### src/rtl/instruction_loader_pkg.sv
// Shared definitions for the instruction loader, instruction memory and fetch path.
// Holds the word and address widths the memory write port and fetch logic must agree on,
// the loader FSM state encoding and the width of the length header.
package loader_pkg;

  // Instruction width and byte-address width seen by instruction memory.
  localparam int WORD_W    = 18;
  localparam int ADDR_W    = 18;

  // Length header is a little-endian word count of this many bytes.
  localparam int LEN_BYTES = 2;
  localparam int CNT_W     = 8 * LEN_BYTES;

  typedef enum logic [2:0] {
    IDLE = 3'd0,
    LEN0 = 3'd1,
    LEN1 = 3'd2,
    B0   = 3'd3,
    B1   = 3'd4,
    B2   = 3'd5,
    CHK  = 3'd6,
    ERR  = 3'd7
  } loader_state_t;

  // States in which the loader is willing to take a stream byte.
  function automatic logic is_rx_state(input loader_state_t s);
    return (s inside {LEN0, LEN1, B0, B1, B2, CHK});
  endfunction

endpackage

### src/rtl/instruction_loader_xor_checksum.sv
// Purpose: 8-bit running XOR of accepted stream bytes, with synchronous clear.
// Latency: sum_o reflects a byte one cycle after en_i; clear also takes one cycle.
// Backpressure: none; the caller decides which bytes are folded in via en_i.
// Ports: clk/rst_n (sync, active low), clr_i zeroes the sum (wins over en_i),
//        en_i folds byte_i into the sum, sum_o is the current accumulator value.
module xor_checksum (
  input  logic       clk,
  input  logic       rst_n,
  input  logic       clr_i,
  input  logic       en_i,
  input  logic [7:0] byte_i,
  output logic [7:0] sum_o
);

  logic [7:0] sum_q;
  logic [7:0] sum_d;

  always_comb begin
    sum_d = sum_q;
    if (clr_i) begin
      sum_d = 8'h00;
    end else if (en_i) begin
      sum_d = sum_q ^ byte_i;
    end
  end

  always_ff @(posedge clk) begin
    if (!rst_n) begin
      sum_q <= 8'h00;
    end else begin
      sum_q <= sum_d;
    end
  end

  assign sum_o = sum_q;

endmodule

### src/rtl/instruction_loader.sv
// Purpose: frames a byte stream (length, payload, checksum) into 18-bit instruction writes.
// Latency: a write strobe appears one cycle after its third byte; throughput one byte/clock.
// Backpressure: byte_ready is low in IDLE and ERR; the sender must hold byte_valid until taken.
// Ports:
//   clk, rst_n            clock and synchronous active-low reset
//   start                 one-cycle load request, honoured only when idle
//   byte_data/_valid/_ready  stream input handshake
//   wr_en/wr_addr/wr_data    instruction-memory write port (byte address, word aligned)
//   busy, cpu_hold        load in progress; cpu_hold keeps the core in reset
//   done, error           sticky outcome of the last load, cleared by the next start
module instruction_loader #(
  parameter int DEPTH  = 101,
  parameter int WORD_W = loader_pkg::WORD_W,
  parameter int ADDR_W = loader_pkg::ADDR_W
) (
  input  logic              clk,
  input  logic              rst_n,
  input  logic              start,
  input  logic [7:0]        byte_data,
  input  logic              byte_valid,
  output logic              byte_ready,
  output logic              wr_en,
  output logic [ADDR_W-1:0] wr_addr,
  output logic [WORD_W-1:0] wr_data,
  output logic              busy,
  output logic              cpu_hold,
  output logic              done,
  output logic              error
);

  import loader_pkg::*;

  // Word index must be able to hold DEPTH itself (the value after the last write).
  localparam int IDX_W = $clog2(DEPTH + 1);

  loader_state_t     state_q, state_d;
  logic [CNT_W-1:0]  count_q, count_d;
  logic [IDX_W-1:0]  index_q, index_d;
  logic [15:0]       data_lo_q, data_lo_d;
  logic              byte_ready_q, byte_ready_d;
  logic              wr_en_q, wr_en_d;
  logic [ADDR_W-1:0] wr_addr_q, wr_addr_d;
  logic [WORD_W-1:0] wr_data_q, wr_data_d;
  logic              busy_q, busy_d;
  logic              done_q, done_d;
  logic              error_q, error_d;

  logic              fire;
  logic              cks_clr;
  logic              cks_en;
  logic [7:0]        cks_sum;
  logic [CNT_W-1:0]  hdr_count;
  logic [IDX_W-1:0]  index_inc;

  // byte_ready is a register, so the handshake depends only on state already committed.
  assign fire      = byte_valid && byte_ready_q;
  assign hdr_count = {byte_data, count_q[7:0]};
  assign index_inc = index_q + IDX_W'(1);

  xor_checksum u_cks (
    .clk    (clk),
    .rst_n  (rst_n),
    .clr_i  (cks_clr),
    .en_i   (cks_en),
    .byte_i (byte_data),
    .sum_o  (cks_sum)
  );

  always_comb begin
    state_d   = state_q;
    count_d   = count_q;
    index_d   = index_q;
    data_lo_d = data_lo_q;
    wr_en_d   = 1'b0;
    wr_addr_d = wr_addr_q;
    wr_data_d = wr_data_q;
    done_d    = done_q;
    error_d   = error_q;
    cks_clr   = 1'b0;
    cks_en    = 1'b0;

    case (state_q)
      IDLE: begin
        if (start) begin
          done_d  = 1'b0;
          error_d = 1'b0;
          index_d = '0;
          cks_clr = 1'b1;
          state_d = LEN0;
        end
      end

      LEN0: begin
        if (fire) begin
          count_d[7:0] = byte_data;
          cks_en       = 1'b1;
          state_d      = LEN1;
        end
      end

      LEN1: begin
        if (fire) begin
          count_d = hdr_count;
          cks_en  = 1'b1;
          // An empty or oversized program is rejected before any write is issued.
          if ((hdr_count == '0) || (hdr_count > CNT_W'(DEPTH))) begin
            state_d = ERR;
          end else begin
            state_d = B0;
          end
        end
      end

      B0: begin
        if (fire) begin
          data_lo_d[7:0] = byte_data;
          cks_en         = 1'b1;
          state_d        = B1;
        end
      end

      B1: begin
        if (fire) begin
          data_lo_d[15:8] = byte_data;
          cks_en          = 1'b1;
          state_d         = B2;
        end
      end

      B2: begin
        if (fire) begin
          cks_en    = 1'b1;
          // Only the low two bits of the third byte belong to the instruction.
          wr_en_d   = 1'b1;
          wr_addr_d = ADDR_W'({index_q, 2'b00});
          wr_data_d = WORD_W'({byte_data[1:0], data_lo_q});
          index_d   = index_inc;
          if (CNT_W'(index_inc) == count_q) begin
            state_d = CHK;
          end else begin
            state_d = B0;
          end
        end
      end

      CHK: begin
        if (fire) begin
          if (byte_data == cks_sum) begin
            done_d  = 1'b1;
            state_d = IDLE;
          end else begin
            state_d = ERR;
          end
        end
      end

      ERR: begin
        error_d = 1'b1;
        state_d = IDLE;
      end

      default: begin
        state_d = IDLE;
      end
    endcase

    // Both flags follow the next state so they line up with it cycle for cycle.
    byte_ready_d = is_rx_state(state_d);
    busy_d       = (state_d != IDLE);
  end

  always_ff @(posedge clk) begin
    if (!rst_n) begin
      state_q      <= IDLE;
      count_q      <= '0;
      index_q      <= '0;
      data_lo_q    <= '0;
      byte_ready_q <= 1'b0;
      wr_en_q      <= 1'b0;
      wr_addr_q    <= '0;
      wr_data_q    <= '0;
      busy_q       <= 1'b0;
      done_q       <= 1'b0;
      error_q      <= 1'b0;
    end else begin
      state_q      <= state_d;
      count_q      <= count_d;
      index_q      <= index_d;
      data_lo_q    <= data_lo_d;
      byte_ready_q <= byte_ready_d;
      wr_en_q      <= wr_en_d;
      wr_addr_q    <= wr_addr_d;
      wr_data_q    <= wr_data_d;
      busy_q       <= busy_d;
      done_q       <= done_d;
      error_q      <= error_d;
    end
  end

  assign byte_ready = byte_ready_q;
  assign wr_en      = wr_en_q;
  assign wr_addr    = wr_addr_q;
  assign wr_data    = wr_data_q;
  assign busy       = busy_q;
  assign cpu_hold   = busy_q;
  assign done       = done_q;
  assign error      = error_q;

endmodule

### config.mk
export PLATFORM = sky130hd
export DESIGN_NAME = instruction_loader
export DESIGN_NICKNAME = d
export VERILOG_FILES = /design/src/rtl/instruction_loader_pkg.sv /design/src/rtl/instruction_loader_xor_checksum.sv /design/src/rtl/instruction_loader.sv
export SDC_FILE = /design/constraint.sdc
export NUM_CORES = 1
export LEC_CHECK = 0
export ABC_AREA = 1
export CELL_PAD_IN_SITES_DETAIL_PLACEMENT = 0
export CELL_PAD_IN_SITES_GLOBAL_PLACEMENT = 2
export CORE_MARGIN = 2
export CORE_UTILIZATION = 30
export DETAILED_ROUTE_END_ITERATION = 7
export PLACE_DENSITY_LB_ADDON = 0.08
export SLEW_MARGIN = 30
export SYNTH_ARGS = -nofsm -noshare
export SYNTH_HDL_FRONTEND = slang
export SYNTH_SLANG_ARGS = --single-unit
### constraint.sdc
create_clock -name clk -period 2.05 [get_ports clk]
set_input_delay 0.3075 -clock clk [delete_from_list [all_inputs] [get_ports clk]]
set_output_delay 0.3075 -clock clk [all_outputs]
set_load 0.02 [all_outputs]
Yosys cells after proc, flatten, opt, wreduce, memory -nomap -nowiden
Cells that the tools add are included.
Word-level totals
  bits of input ports: 12
  flip-flop bits (word level): 80
  output and inout port bits: 42
  logic and storage cells: 83
Cells by class
  bitwise operators: 3
  eq/ne operators: 19
  multiplexer cells: 25
  add/subtract/negate cells: 1
  order comparisons: 1
  reduce and logical (&&, ||, !) cells: 20
Operators by type and width (number)
  $mux 3: 10
  $pmux 3 s8: 1
  $eq 3x3->1 const B: 7
  $eq 7x16->1: 1
  $gt 16x7->1 const B: 1
  $logic_not 16->1: 1
  $pmux 8 s2: 1
  $mux 7: 2
  $pmux 7 s2: 1
  $eq 3x2->1 const B: 4
  $reduce_and 2->1: 6
  $eq 8x8->1: 1
  $mux 8: 1
  $ne 2x2->1 const B: 4
  $xor 8x8->8: 1
  $add 7x1->7 const B: 1
  $mux 1: 7
  $eq 3x1->1 const B: 2
  $reduce_and 3->1: 2
  $reduce_bool 2->1: 3
  $reduce_bool 6->1: 1
  $reduce_or 5->1: 1
  $pmux 1 s2: 2
  $reduce_and 4->1: 1
  6 further kinds: 7

Logic depth before layout (Yosys ltp)
  depth after elaboration: 7
  gate-level depth with buffers: 16

Cells and area by module
Synthesis repeated with hierarchy kept, for this count alone.
Second synthesis, totals
  cell total of the unflattened synthesis: 495
  area, all modules: 3597.2 um^2
By module, submodules not included
  instruction_loader: cells an instance 451, times used 1, area each 3236.9 um^2
  xor_checksum: cells an instance 44, times used 1, area each 360.3 um^2

Worst setup path before layout
No wires, ideal clock.
  path kind: reg2reg
  from: register index_q[1]
  to: register byte_ready_q (netlist: byte_ready)
  cell stages (with the launch flop): 16
  data required time: 1933 ps
  arrival time: 1547 ps
  setup slack: 386 ps
  library setup time: 117 ps
  path through: dfxtp_1 > ha_1 > nand2_1 > nand2_1 > nor2_1 > nand2_1 > nor2_1 > nand3_1 > nor2_2 > nand2_1 > nand2_1 > nand2_1 > nand2_2 > nand2_1 > a21oi_2 > a21oi_2
Between the ends
  cells in the longest elaborated chain, start to end: 7
  elaborated cells on any way between the ends: 12
  classes of those cells: add/sub: 1; eq/ne: 7; mux: 3; reduce/logical: 1
Ends and longest elaborated chain
  start, declared: line instruction_loader.sv:38  | logic [IDX_W-1:0] index_q, index_d;
  start signal, assigned: line instruction_loader.sv:188  | index_q <= index_d;
  $add 7x1->7 (*): line instruction_loader.sv:58  | assign index_inc = index_q + IDX_W'(1);
  $eq 7x16->1 (*): line instruction_loader.sv:138  | if (CNT_W'(index_inc) == count_q) begin
  $mux 3 (*): line instruction_loader.sv:138
  $mux 3 (*): line instruction_loader.sv:131  | if (fire) begin
  $pmux 3 s8 (*): line instruction_loader.sv:82  | case (state_q)
  $eq 3x1->1, or another cell as far along: line instruction_loader_pkg.sv:27  | return (s inside {LEN0, LEN1, B0, B1, B2, CHK});
  $reduce_bool 6->1 (*): line instruction_loader_pkg.sv:27
  end signal, assigned: line instruction_loader.sv:190  | byte_ready_q <= byte_ready_d;
  end, declared: line instruction_loader.sv:40  | logic byte_ready_q, byte_ready_d;
Every way passes the cells marked *; elsewhere a longest branch is shown, timed or not.
A chain may end at the register's enable or synchronous reset.

Worst setup path after layout
  from: register index_q[0]
  to: register byte_ready_q (netlist: byte_ready)
Same word-level chain as after synthesis.

==> flow_summary.json <==
{
  "run_status": "complete, no violations",
  "number_of_maximum_capacitance_violations": 0,
  "worst-r2r-setup-slack_ns": 0.21,
  "antenna_found_initial": 0,
  "clock_sinks": 80,
  "top_level_ports": 54,
  "die_area_mm2": 0.0124,
  "global_route_wire_length_before_repair_um": 15500,
  "max_clock_freq_ghz": 0.542,
  "clk_latency_ns": 0.34,
  "highest_layer": "met4",
  "wl_met2_um": 4200,
  "die_w_um": 111,
  "number_of_endpoints_with_negative_hold_slack_in_the_final_report": 0,
  "post_synth_num_cell_types": 33,
  "netlist_instances": 473,
  "period_share_pct": 89.9,
  "wirelength_met1_um": 4760,
  "cp.arrival_ns": 2.08,
  "clock_path_buffers": 2,
  "place_congestion": 0.825,
  "detail_route.iter0.violations": 148,
  "critical_path.endpoint_type": "flip-flop",
  "hpwl_after_detailed_placement_um": 6860,
  "postLayoutCellArea_mm2": 0.00450,
  "drt_wl_total_um": 9420,
  "track_usage_pct": 16.0,
  "portBuffers": 42,
  "synthesis.area_per_instance_um2": 7.33,
  "grt_setup_unrepaired": "no",
  "yosysWarnings": 0,
  "routedWlPerCell_um": 13.7,
  "timing_worst_slew_pin_value_ns": 0.639,
  "post_cts_clock_slew_at_the_launch_and_capture_registers_of_the_worst_setup_and_hold_paths_ns": 0.06,
  "worst_setup_path_startpoint": "index_q[0]",
  "cts.root.buffer_cell": "sky130_fd_sc_hd__clkbuf_16",
  "slew_viol_final": 0,
  "slew_headroom_pct": 57.3,
  "yosys_register_bits": 80,
  "crit_type": "flip-flop to flip-flop",
  "totalPowerFinal_uw": 3380,
  "power.density_cell_area_mw_per_mm2": 752,
  "cts_inserted_buffers": 9,
  "drive_above_1_share_pct": 13.3,
  "grt_pass1_vias": 3034,
  "multi_input_comb_area_mm2": 0.00157,
  "final_util_pct": 39.6,
  "peakVddDrop_mv": 0.371,
  "critical_path.startpoint_type": "flip-flop",
  "final_antenna_net_count": 0,
  "grt_overflow_total": 0,
  "min-delay-start": "data_lo_q[11]",
  "static-leakage-power_uw": 0.00188,
  "final_cell_count_no_fill": 685,
  "timing.setup.tns_ns": 0,
  "die_h_um": 111,
  "post_cts.repair.setup_buffers": 0,
  "finalSetupViolCount": 0,
  "floorplan.core_area_mm2": 0.0114,
  "seqCellArea_mm2": 0.00160,
  "fin_nets": 550,
  "placed_instance_area_mm2": 0.00420,
  "worstPathMaxFanout": 2,
  "layout_area_growth_over_synthesis_pct": 29.9,
  "wl_met3_um": 326,
  "dp_cells": 669,
  "data_required_time_at_the_worst_endpoint_ns": 2.29,
  "fin_skew_ns": 0.00353,
  "drc_violations_left": 0,
  "detailed_route_vias_per_instance": 4.53,
  "fillerInstances": 1243,
  "netlist_area_mm2": 0.00347,
  "timing.final.crit_period_ns": 1.84,
  "floorplan.initialDensity_pct": 30.5,
  "count_of_standard_cell_rows": 39,
  "timing.rr.start": "index_q[0]",
  "antennaDiodeCount": 0,
  "routed-via-count": 3101,
  "post_cts_hold_buffer_count": 0,
  "tritoncts": "yes",
  "detail_route.first_pass.iterations": 4,
  "synth_seq_area_share_pct": 46.2,
  "grt_max_degree": 45,
  "hold_class": "flip-flop to flip-flop",
  "htree_levels": 3
}
cells in the mapped netlist:
cell / instances / area share (%)
sky130_fd_sc_hd__nor2_1: 85 / 9.2
sky130_fd_sc_hd__xnor2_1: 3 / 0.76
sky130_fd_sc_hd__clkbuf_1: 10 / 1.1
sky130_fd_sc_hd__o21ai_2: 1 / 0.25
sky130_fd_sc_hd__nand3_1: 18 / 2.6
sky130_fd_sc_hd__clkbuf_2: 2 / 0.29
sky130_fd_sc_hd__nand2_1: 60 / 6.5
sky130_fd_sc_hd__conb_1: 1 / 0.11
sky130_fd_sc_hd__nand4_1: 4 / 0.72
sky130_fd_sc_hd__nor3_1: 3 / 0.43
sky130_fd_sc_hd__xor2_1: 6 / 1.5
sky130_fd_sc_hd__nand2_2: 5 / 0.90
sky130_fd_sc_hd__or2_4: 1 / 0.25
sky130_fd_sc_hd__o21ai_1: 1 / 0.14
sky130_fd_sc_hd__buf_6: 1 / 0.32
sky130_fd_sc_hd__buf_4: 12 / 2.6
sky130_fd_sc_hd__or2_2: 1 / 0.18
sky130_fd_sc_hd__buf_2: 5 / 0.72
sky130_fd_sc_hd__o211ai_1: 1 / 0.22
sky130_fd_sc_hd__a31oi_1: 1 / 0.18
sky130_fd_sc_hd__o21ai_0: 65 / 9.4
sky130_fd_sc_hd__ha_1: 1 / 0.36
sky130_fd_sc_hd__o41ai_1: 1 / 0.25
sky130_fd_sc_hd__nor2_2: 6 / 1.1
sky130_fd_sc_hd__inv_1: 42 / 4.5
sky130_fd_sc_hd__a21oi_2: 2 / 0.51
sky130_fd_sc_hd__and2_4: 1 / 0.25
sky130_fd_sc_hd__nor2_4: 3 / 0.97
sky130_fd_sc_hd__a211oi_1: 2 / 0.43
sky130_fd_sc_hd__dfxtp_1: 80 / 46
sky130_fd_sc_hd__inv_2: 3 / 0.32
sky130_fd_sc_hd__nor2b_1: 1 / 0.18
sky130_fd_sc_hd__a21oi_1: 45 / 6.5
per-stage QoR:
stage	setup WS (ns)	hold WS, ns
floorplan	0.386	0.429
global placement	-0.0488	0.442
detailed placement	-0.0550	0.450
CTS	0.142	0.455
global route	0.00226	0.480
finish	0.206	0.451
worst max-delay path, stage by stage, from the launching register on:
cell and delay, ns:
sky130_fd_sc_hd__dfxtp_1 0.38, sky130_fd_sc_hd__ha_4 0.22, sky130_fd_sc_hd__nand2_2 0.07, sky130_fd_sc_hd__nand2_1 0.05, sky130_fd_sc_hd__nor2_1 0.08, sky130_fd_sc_hd__nand2_1 0.08
sky130_fd_sc_hd__nor2_1 0.10, sky130_fd_sc_hd__nand3_1 0.09, sky130_fd_sc_hd__nor2_2 0.16, sky130_fd_sc_hd__nand2_1 0.07, sky130_fd_sc_hd__nand2_1 0.06, sky130_fd_sc_hd__nand2_1 0.09
sky130_fd_sc_hd__nand2_2 0.09, sky130_fd_sc_hd__nand2_1 0.06, sky130_fd_sc_hd__a21oi_2 0.11, sky130_fd_sc_hd__a21oi_2 0.04
metal layers:
metal / global-route usage [%] / vias up
met4: 5.93 / 0
met5: 0 / -
li1: - / 1638
met1: 22.0 / 1398
met2: 24.7 / 54
met3: 3.59 / 11
path summary, 6_finish.rpt:
| check | endpoint | cells past startpoint |
|---|---|---|
| hold reg to reg | wr_data[11] | 2 |
| setup / recovery | byte_ready | 15 |
| setup reg to reg | byte_ready | 15 |
| hold / removal | wr_data[11] | 2 |
logic make-up after synthesis:
logic type	synth area share, %
buf+inv	9.89
xor+xnor	2.27
simple gates	23.3
fa+ha+maj	0.361
other cells	0.108
flops	46.2
compound gates	17.9
layout by cell type, fill, tap and decap left out:
cell type / n
sky130_fd_sc_hd__xnor2_1: 3
sky130_fd_sc_hd__clkbuf_8: 2
sky130_fd_sc_hd__xor2_1: 6
sky130_fd_sc_hd__buf_4: 28
sky130_fd_sc_hd__nor2b_1: 1
sky130_fd_sc_hd__a211oi_1: 2
sky130_fd_sc_hd__nor2_1: 85
sky130_fd_sc_hd__nor2_4: 3
sky130_fd_sc_hd__a21oi_1: 45
sky130_fd_sc_hd__nand4_1: 4
sky130_fd_sc_hd__dfxtp_2: 1
sky130_fd_sc_hd__o21ai_1: 1
sky130_fd_sc_hd__a21oi_2: 2
sky130_fd_sc_hd__nor2_2: 6
sky130_fd_sc_hd__and2_4: 1
sky130_fd_sc_hd__clkinvlp_4: 2
sky130_fd_sc_hd__nor3_1: 3
sky130_fd_sc_hd__nand2_1: 59
sky130_fd_sc_hd__a31oi_1: 1
sky130_fd_sc_hd__o211ai_1: 1
sky130_fd_sc_hd__clkinv_2: 1
sky130_fd_sc_hd__ha_4: 1
sky130_fd_sc_hd__o21ai_0: 65
sky130_fd_sc_hd__clkbuf_16: 9
sky130_fd_sc_hd__or2_4: 1
sky130_fd_sc_hd__o41ai_1: 1
sky130_fd_sc_hd__clkinv_4: 1
sky130_fd_sc_hd__buf_12: 3
sky130_fd_sc_hd__nand2_2: 6
sky130_fd_sc_hd__or2_2: 1
sky130_fd_sc_hd__clkdlybuf4s50_1: 42
sky130_fd_sc_hd__dfxtp_1: 79
sky130_fd_sc_hd__conb_1: 11
sky130_fd_sc_hd__nand3_1: 18
sky130_fd_sc_hd__inv_1: 42
sky130_fd_sc_hd__inv_2: 3
sky130_fd_sc_hd__clkbuf_1: 1
sky130_fd_sc_hd__o21ai_2: 1
cell type report:
| type | count | area share, % |
|---|---|---|
| Inverter | 45 | 3.75 |
| Multi-Input combinational cell | 328 | 35.0 |
| Tap cell | 143 | 3.98 |
| Clock inverter | 4 | 0.639 |
| Timing Repair Buffer | 73 | 15.3 |
| Clock buffer | 12 | 5.70 |
| Sequential cell | 80 | 35.6 |
sequential cells by signal, indices dropped and copies added (netlist names):
signal,cells
state_q,3
wr_en,1
index_q,7
wr_addr,7
count_q,16
wr_data,18
busy,1
done,1
data_lo_q,16
u_cks.sum_o,8
byte_ready,1
error,1
timing repair:
item	4_1_cts	5_1_grt
hold endpoints to repair	0	0
resized for setup	0	3
setup endpoints to repair	0	3
power breakdown:
part	total [µW]	switching (µW)	leakage [µW]	internal (µW)
clock	1540	656	0.000135	887
sequential	1580	11.1	0.000646	1570
combinational	260	164	0.00110	95.4
total	3380	831	0.00188	2550
No activity file was read; power rests on OpenSTA's default activity.
